===== config.mk =====
export PLATFORM = sky130hd
export DESIGN_NAME = game_setup_ctrl
export DESIGN_NICKNAME = d
export VERILOG_FILES = /design/src/rtl/game_setup_ctrl.sv
export SDC_FILE = /design/constraint.sdc
export NUM_CORES = 1
export LEC_CHECK = 0
export ABC_AREA = 0
export ABC_CLOCK_PERIOD_IN_PS = 10500
export CAP_MARGIN = 30
export CORE_MARGIN = 4
export CORE_UTILIZATION = 55
export DETAILED_ROUTE_END_ITERATION = 8
export PLACE_DENSITY = 0.8
export SYNTH_ARGS = -nofsm -noshare
export SYNTH_HDL_FRONTEND = slang
export SYNTH_SLANG_ARGS = --single-unit
export TNS_END_PERCENT = 5

===== constraint.sdc =====
create_clock -name clk -period 10.5 [get_ports clk]
set_input_delay 3.15 -clock clk [delete_from_list [all_inputs] [get_ports clk]]
set_output_delay 3.15 -clock clk [all_outputs]
set_load 0.05 [all_outputs]

===== src/rtl/game_setup_ctrl.sv =====
// Purpose: computes board geometry, mine/timer config and won/lost statistics for the selected level.
// Latency: setup_valid pulses in the (DATA_W+8)th cycle after the accept edge (20 at DATA_W=12).
// Backpressure: setup_ready is low while busy; requests made while busy are dropped, not queued.
// Optional feature: define GAME_SETUP_STATS_EN to build the won/lost counters (tied to 0 otherwise).
module game_setup_ctrl #(
    parameter int DATA_W    = 12,
    parameter int V_DISPLAY = 768,
    parameter int X_CENTER  = 512,
    parameter int Y_CENTER  = 384,
    parameter int MAX_FIELD = 64
) (
    input  logic              clk,
    input  logic              rst,
    input  logic [1:0]        level_sel,
    input  logic [4:0]        custom_rows,
    input  logic [DATA_W-1:0] custom_mines,
    input  logic [DATA_W-1:0] custom_timer,
    input  logic              setup_req,
    output logic              setup_ready,
    output logic              setup_valid,
    output logic [4:0]        rows,
    output logic [DATA_W-1:0] mines,
    output logic [DATA_W-1:0] timer_seconds,
    output logic [DATA_W-1:0] field_size,
    output logic [DATA_W-1:0] board_size,
    output logic [DATA_W-1:0] board_xpos,
    output logic [DATA_W-1:0] board_ypos,
    input  logic              game_won,
    input  logic              game_lost,
    input  logic              stats_clr,
    output logic [DATA_W-1:0] games_won,
    output logic [DATA_W-1:0] games_lost
);

    typedef enum logic [2:0] {S_IDLE, S_LOAD, S_DIV, S_MUL, S_POS, S_DONE} state_t;

    localparam int CNT_W = $clog2(DATA_W + 1);
    localparam logic [CNT_W-1:0]  DIV_LAST = CNT_W'(DATA_W - 1);
    localparam logic [CNT_W-1:0]  MUL_LAST = CNT_W'(4);
    localparam logic [DATA_W-1:0] VDISP    = DATA_W'(V_DISPLAY);
    localparam logic [DATA_W-1:0] XC       = DATA_W'(X_CENTER);
    localparam logic [DATA_W-1:0] YC       = DATA_W'(Y_CENTER);
    localparam logic [DATA_W-1:0] MAXF     = DATA_W'(MAX_FIELD);

    state_t state, state_nxt;

    logic [1:0]        lvl_q;
    logic [4:0]        crows_q;
    logic [DATA_W-1:0] cmines_q, ctimer_q;
    logic [4:0]        rows_w;
    logic [DATA_W-1:0] mines_w, timer_w;
    logic [DATA_W-1:0] rem_q, quo_q, fld_q;
    logic [DATA_W-1:0] brd_q, cel_q, mb_q, mc_q;
    logic [4:0]        mr_q;
    logic [CNT_W-1:0]  cnt_q;

    // Restoring-divide step: shift the next dividend bit into the partial remainder and trial-subtract.
    logic [DATA_W-1:0] rows_ext, rem_sh, rem_nxt, quo_nxt, fld_nxt;
    logic              div_ge;
    assign rows_ext = {{(DATA_W-5){1'b0}}, rows_w};
    assign rem_sh   = {rem_q[DATA_W-2:0], quo_q[DATA_W-1]};
    assign div_ge   = (rem_sh >= rows_ext);
    assign rem_nxt  = div_ge ? (rem_sh - rows_ext) : rem_sh;
    assign quo_nxt  = {quo_q[DATA_W-2:0], div_ge};
    assign fld_nxt  = (quo_nxt > MAXF) ? MAXF : quo_nxt;

    // Position and mine clamp, evaluated from the finished products during POS.
    logic [DATA_W-1:0] half_b, xpos_c, ypos_c, mines_c;
    assign half_b  = brd_q >> 1;
    assign xpos_c  = (half_b > XC) ? '0 : (XC - half_b);
    assign ypos_c  = (half_b > YC) ? '0 : (YC - half_b);
    assign mines_c = (mines_w >= cel_q) ? (cel_q - DATA_W'(1)) : mines_w;

    // State register.
    always_ff @(posedge clk or posedge rst) begin
        if (rst) state <= S_IDLE;
        else     state <= state_nxt;
    end

    // Next-state logic and handshake outputs.
    always_comb begin
        state_nxt   = state;
        setup_ready = 1'b0;
        setup_valid = 1'b0;
        case (state)
            S_IDLE: begin
                setup_ready = 1'b1;
                if (setup_req) state_nxt = S_LOAD;
            end
            S_LOAD: state_nxt = S_DIV;
            S_DIV:  if (cnt_q == DIV_LAST) state_nxt = S_MUL;
            S_MUL:  if (cnt_q == MUL_LAST) state_nxt = S_POS;
            S_POS:  state_nxt = S_DONE;
            S_DONE: begin
                setup_valid = 1'b1;
                state_nxt   = S_IDLE;
            end
            default: state_nxt = S_IDLE;
        endcase
    end

    // Datapath: latch request, select level, divide, multiply, then publish all outputs at once.
    always_ff @(posedge clk or posedge rst) begin
        if (rst) begin
            lvl_q <= '0; crows_q <= '0; cmines_q <= '0; ctimer_q <= '0;
            rows_w <= '0; mines_w <= '0; timer_w <= '0;
            rem_q <= '0; quo_q <= '0; fld_q <= '0;
            brd_q <= '0; cel_q <= '0; mb_q <= '0; mc_q <= '0; mr_q <= '0;
            cnt_q <= '0;
            rows <= '0; mines <= '0; timer_seconds <= '0; field_size <= '0;
            board_size <= '0; board_xpos <= '0; board_ypos <= '0;
        end else begin
            case (state)
                S_IDLE: begin
                    if (setup_req) begin
                        lvl_q    <= level_sel;
                        crows_q  <= custom_rows;
                        cmines_q <= custom_mines;
                        ctimer_q <= custom_timer;
                    end
                end
                S_LOAD: begin
                    case (lvl_q)
                        2'd0: begin rows_w <= 5'd8;  mines_w <= DATA_W'(19); timer_w <= DATA_W'(45); end
                        2'd1: begin rows_w <= 5'd10; mines_w <= DATA_W'(30); timer_w <= DATA_W'(50); end
                        2'd2: begin rows_w <= 5'd15; mines_w <= DATA_W'(40); timer_w <= DATA_W'(70); end
                        default: begin
                            rows_w  <= (crows_q < 5'd2) ? 5'd2 : crows_q;
                            mines_w <= (cmines_q == '0) ? DATA_W'(1) : cmines_q;
                            timer_w <= ctimer_q;
                        end
                    endcase
                    rem_q <= '0;
                    quo_q <= VDISP;
                    cnt_q <= '0;
                end
                S_DIV: begin
                    rem_q <= rem_nxt;
                    quo_q <= quo_nxt;
                    if (cnt_q == DIV_LAST) begin
                        fld_q <= fld_nxt;
                        mb_q  <= fld_nxt;
                        mc_q  <= rows_ext;
                        mr_q  <= rows_w;
                        brd_q <= '0;
                        cel_q <= '0;
                        cnt_q <= '0;
                    end else begin
                        cnt_q <= cnt_q + CNT_W'(1);
                    end
                end
                S_MUL: begin
                    if (mr_q[0]) begin
                        brd_q <= brd_q + mb_q;
                        cel_q <= cel_q + mc_q;
                    end
                    mb_q  <= mb_q << 1;
                    mc_q  <= mc_q << 1;
                    mr_q  <= mr_q >> 1;
                    cnt_q <= cnt_q + CNT_W'(1);
                end
                S_POS: begin
                    rows          <= rows_w;
                    mines         <= mines_c;
                    timer_seconds <= timer_w;
                    field_size    <= fld_q;
                    board_size    <= brd_q;
                    board_xpos    <= xpos_c;
                    board_ypos    <= ypos_c;
                end
                default: ;
            endcase
        end
    end

`ifdef GAME_SETUP_STATS_EN
    // Saturating won/lost counters; clear wins over a same-cycle increment.
    always_ff @(posedge clk or posedge rst) begin
        if (rst) begin
            games_won  <= '0;
            games_lost <= '0;
        end else if (stats_clr) begin
            games_won  <= '0;
            games_lost <= '0;
        end else begin
            if (game_won && (games_won != '1))   games_won  <= games_won + DATA_W'(1);
            if (game_lost && (games_lost != '1)) games_lost <= games_lost + DATA_W'(1);
        end
    end
`else
    logic unused_stats;
    assign unused_stats = game_won ^ game_lost ^ stats_clr;
    assign games_won    = '0;
    assign games_lost   = '0;
`endif

endmodule


=== Word-level counts from Yosys, hierarchy flattened ===
Cells that the tools add are included.

* Equality and inequality tests: 13
* Add/sub/neg operators: 7
* Reductions and logical operators: 11
* Muxes and demuxes: 31
* Magnitude comparators: 6

{| class="wikitable"
|+ Operators by type and width
! kind !! number
|-
| 12-bit two-way mux || 10
|-
| 12-bit one-hot mux with 2 select lines || 5
|-
| 12-bit one-hot mux with 3 select lines || 2
|-
| 12-bit adder || 2
|-
| 11-bit one-hot mux with 2 select lines || 1
|-
| 3-bit one-hot mux with 5 select lines || 1
|-
| 5-bit one-hot mux with 3 select lines || 1
|-
| 12-bit greater-or-equal comparator || 1
|-
| 12-bit by 5-bit greater-or-equal comparator with 1-bit output || 1
|-
| 12-bit by 7-bit > comparator with 1-bit output, second input constant || 1
|-
| 12-bit logical NOT || 1
|-
| 4-bit one-hot mux with 3 select lines || 1
|-
| 10-bit by 11-bit subtractor with 12-bit output, first input constant || 1
|-
| 12-bit by 1-bit subtractor with 12-bit output, second input constant || 1
|-
| 9-bit by 11-bit subtractor with 12-bit output, first input constant || 1
|-
| 11-bit by 10-bit > comparator with 1-bit output, second input constant || 1
|-
| 11-bit by 9-bit > comparator with 1-bit output, second input constant || 1
|-
| 11-bit two-way mux || 1
|-
| 11-bit by 5-bit subtractor with 11-bit output || 1
|-
| 5-bit two-way mux || 2
|-
| 5-bit one-hot mux with 2 select lines || 1
|-
| 3-bit two-way mux || 3
|-
| 2-bit inequality test, second input constant || 4
|-
| 3-bit by 2-bit == test with 1-bit output, second input constant || 2
|-
| 16 further kinds || 22
|}

* Flip-flop bits (word level): 232
* Output and inout bits: 103
* Bits of input ports: 37
* Word-level logic and storage cells: 92

=== Logic depth before layout (Yosys ltp) ===
* Word-level depth: 5
* Gate-level depth with buffers: 11

=== Least setup slack after synthesis ===
No wires, ideal clock.

* Path type: register -> output
* Start point: reg state[2]
* End point: out setup_ready
* Data arrival time: 1.673 ns
* Data required time: 7.350 ns
* Buffers on the path: 1
* Path slack: 5.677 ns
* Stages on the path, launching flop included: 3
* Path through: dfrtp_1 > clkbuf_1 > nor3_1

* Cells in the longest elaborated chain, start to end: 2

{| class="wikitable"
|+ RTL lines
! item !! line !! RTL
|-
| start, declared || 45 || <nowiki>state_t state, state_nxt;</nowiki>
|-
| start signal, assigned || 77 || <nowiki>else state <= state_nxt;</nowiki>
|-
| 3-bit logical NOT || 85 || <nowiki>case (state)</nowiki>
|-
| 1-bit two-way mux || 85 ||
|-
| end, declared || 19 || <nowiki>output logic setup_ready,</nowiki>
|}

Every way passes these cells.

=== Worst setup path in the final report ===
* Start point: reg state[2]
* End point: out setup_valid

* Cells in the longest elaborated chain, start to end: 2

{| class="wikitable"
|+ RTL lines
! item !! line !! RTL
|-
| 3-bit == test || 85 ||
|-
| 1-bit two-way mux || 85 ||
|-
| end, declared || 20 || <nowiki>output logic setup_valid,</nowiki>
|}

Every way passes these cells.

==> impl_results.md <==
- Status: complete, no violations
- Starting DRT DRC Count: 504
- Final Skew: 0.0135 ns
- GRT Total Usage: 0.219
- Tcrit/Tclk final: 0.512
- Cell Rows: 51
- RSZ-0062 raised after global routing: no
- NumNets Final: between 1,000 and 1,500
- Clk pwr share: 0.249
- PortBufs: 112
- Commonest non-fill, non-tap cell in the layout: nand2_1
- TritonCTS Buffers: 24
- Gr ovfl total: 0
- Fin area: 0.0134 sq mm
- Cells after Synth: ~1,200
- Worst Path Required: roughly 7.4 ns
- Final setup violation count: 0
- Final setup TNS: 0 ns
- Total power: 3840 uW
- Post-DRT Antenna Nets: 0
- Ys Warns: 0
- Slew headroom: 0.368
- Flop and latch count out of synthesis: 232
- Number of global-route vias before repair: 8,159
- Startpoint types: flop
- Internal cell power: 2380 uW
- Post-Place Cell Area: 0.0125 sq mm
- Switching Fraction: 0.381
- Fin. Hold Viols: 0
- # resized after CTS: 0
- Worst-path cell chain: and3b_1, clkdlybuf4s50_1
- WL met2: 11,800 um
- Post-synth EDFFs: 0
- Clock Latency Late Sink: 0.51 ns
- Sequential share of power: 0.366
- Most frequent cells in the layout: nand2_1, dfrtp_1, clkdlybuf4s50_1
- Worst VDD drop: about 140 uV
- Antenna violations before repair: 0
- Top routing layer in use: met4
- CP max-delay cell: clkdlybuf4s50_1
- Detailed Routing Iterations Pass 1: 5
- Met1 WL: 11,000 um
- Core area: 0.0197 sq mm
- H-tree Lvls: 1
- Share of layout cells above drive strength 1: 0.0754
- Clock root buffer: clkbuf_16
- Setup Fix Bufs, Post-CTS: 0
- PD cells: 286 mW/mm^2
- Clock buffer depth: 3
- Final HPWL DP: 16,700 um
- Die footprint: ~0.023 sq mm
- Dpl cells: ~1,500
- Logic gate share of total power: 0.385
- First-pass GRT wire length: 40,800 um
- CTS tree: built
- Worst setup path class: flop to primary output
- Final Max Slew Viols: 0
- Crit path DAT: 2.23 ns
- CP Buf/Inv Count: 1
- Worst setup EP type: primary output
- Die Y: around 150 um
- Sw Pwr: 1460 uW
- Top FF cell, synth: dfrtp_1
- Fmax: 0.186 GHz
- Gpl congestion: 0.851
- Diodes inserted: 0
- Syn_area_per_cell: 9.63 sq um
- Peak fanout along the critical path: 12
- Synth Cell Area: 0.0112 sq mm
- Starting Density: 0.567
- Vias per cell: 5.59
- Finished Layout Cells: 1,539
- Clock slew at reported path FFs: about 0.070 ns
- Register area share after synthesis: 0.519
- Least-Margin Pin Slew: 0.948 ns
- WL/cell: 15.9 um
- Hold-fix buffer count after cts: 0
- DR WL met3: 1260 um
- Synth unique cells: 62
- Final min period: 5.38 ns
- P_leak: 0.00642 uW
- Top delay family on crit path: buffers and inverters
- Clock Sinks: about 230
- Via count: 8,610
- Die W: 151 um
- Largest stage delay on the critical path: 0.84 ns
- IO Pins: 140
- Routed Wire Length: roughly 25,000 um
- Ys async rst share: 1.00
- Max cap viols: 0
- Min-delay worst type: flop to flop
- Largest net degree at the start of global routing: about 140
- DRC errors left: 0
- Area delta synth->final: 19.8%
-- final cells by class --
cell class / count / area, sq um
Fill cell: 1489 / 6320
Inverter: 37 / 146
Sequential cell: 232 / 5810
Timing Repair Buffer: 125 / 1270
Clock buffer: 30 / 684
Tap cell: 265 / 332
Clock inverter: 14 / 226
Multi-Input combinational cell: 836 / 4940
-- per-stage QoR --
stage | setup slack [ns] | utilization | hold WS, ns
2_1_floorplan | 0.989 | - | 0.430
3_3_place_gp | 5.00 | 0.629 | 0.448
3_5_place_dp | 5.64 | 0.633 | 0.451
4_1_cts | 5.09 | 0.679 | 0.464
5_1_grt | 5.05 | 0.679 | 0.473
6_report | 5.12 | 0.679 | 0.461
-- power groups by stage --
stage / combinational [uW] / clock, uW / sequential, uW
2_1_floorplan: 1040 / 0 / 1460
3_3_place_gp: 1400 / 0 / 1400
3_5_place_dp: 1460 / 0 / 1410
4_1_cts: 1470 / 973 / 1400
5_1_grt: 1650 / 1010 / 1440
6_report: 1480 / 956 / 1400
-- per-layer routing --
layer  track usage  vias up
li1              -     4121
met1         0.311     4216
met2         0.361      235
met3        0.0274       38
met4        0.0517        0
met5             0        -
-- worst reg2reg max path, delay by kind of cell (launching register included) --
| kind | cells | cell delay [ns] |
|---|---|---|
| compound gates | 2 | 0.28 |
| xor+xnor | 1 | 0.17 |
| fa+ha+maj | 1 | 0.29 |
| buf+inv | 1 | 0.13 |
| flops | 1 | 0.38 |
| simple gates | 4 | 1.30 |
-- cell families (layout without fill, tap and decap cells) --
family	after synthesis	after routing	synth area share
AND/OR/NAND/NOR	458	458	0.179
flip-flops	232	232	0.519
AO/OA/AOI/OAI	228	228	0.128
buffers and inverters	116	206	0.0480
adder cells (fa/ha/maj)	50	50	0.0580
multiplexers	42	42	0.0407
XOR/XNOR	34	34	0.0266
other	1	24	0.000335
-- synth_stat cells, types with 3 or more instances --
master,number,area share
xnor2_1,18,0.014
buf_2,3,0.0013
a211oi_1,5,0.0034
a22o_1,15,0.012
a21o_1,8,0.0054
nand4_1,6,0.0034
a32o_1,5,0.0045
a221o_1,7,0.0063
or3_1,3,0.0017
nor3b_1,3,0.0020
nor2_1,37,0.012
nor3_1,13,0.0058
a211o_1,3,0.0024
nand2b_1,5,0.0028
inv_1,37,0.012
nor4_1,8,0.0045
a21oi_1,39,0.017
xor2_1,16,0.013
mux2i_1,14,0.013
clkbuf_1,50,0.017
o21ai_0,99,0.044
nand2_1,289,0.097
fa_1,3,0.0054
and2_1,11,0.0062
nand3b_1,4,0.0027
and3_1,4,0.0022
o31ai_1,13,0.0087
nand3_1,51,0.023
nor2b_1,12,0.0067
ha_1,47,0.053
mux2_2,28,0.028
a31oi_1,8,0.0045
o21a_1,4,0.0027
dfrtp_1,232,0.52
buf_4,24,0.016
-- registers in the layout (all words and copies together), names as in the netlist, 12 cells and up --
| signal | cells |
|---|---|
| board_size | 12 |
| cmines_q | 12 |
| mc_q | 12 |
| timer_w | 12 |
| fld_q | 12 |
| ctimer_q | 12 |
| field_size | 12 |
| timer_seconds | 12 |
| brd_q | 12 |
| cel_q | 12 |
| mb_q | 12 |
| mines | 12 |
| quo_q | 12 |
| board_xpos | 12 |
| mines_w | 12 |
| board_ypos | 12 |
-- final timing paths --
kind | from | endpoint | slack [ns] | depth (start not counted)
max | state[2] | setup_valid | 5.12 | 2
min | timer_w[5] | timer_seconds[5] | 0.46 | 2
max reg2reg | rows_w[3] | rem_q[5] | 7.79 | 9
min reg2reg | timer_w[5] | timer_seconds[5] | 0.46 | 2
max in group asynchronous | rst | timer_seconds[2] | 6.62 | 4
min in group asynchronous | rst | mines_w[11] | 2.96 | 2
No activity file was read; power rests on OpenSTA's default activity.
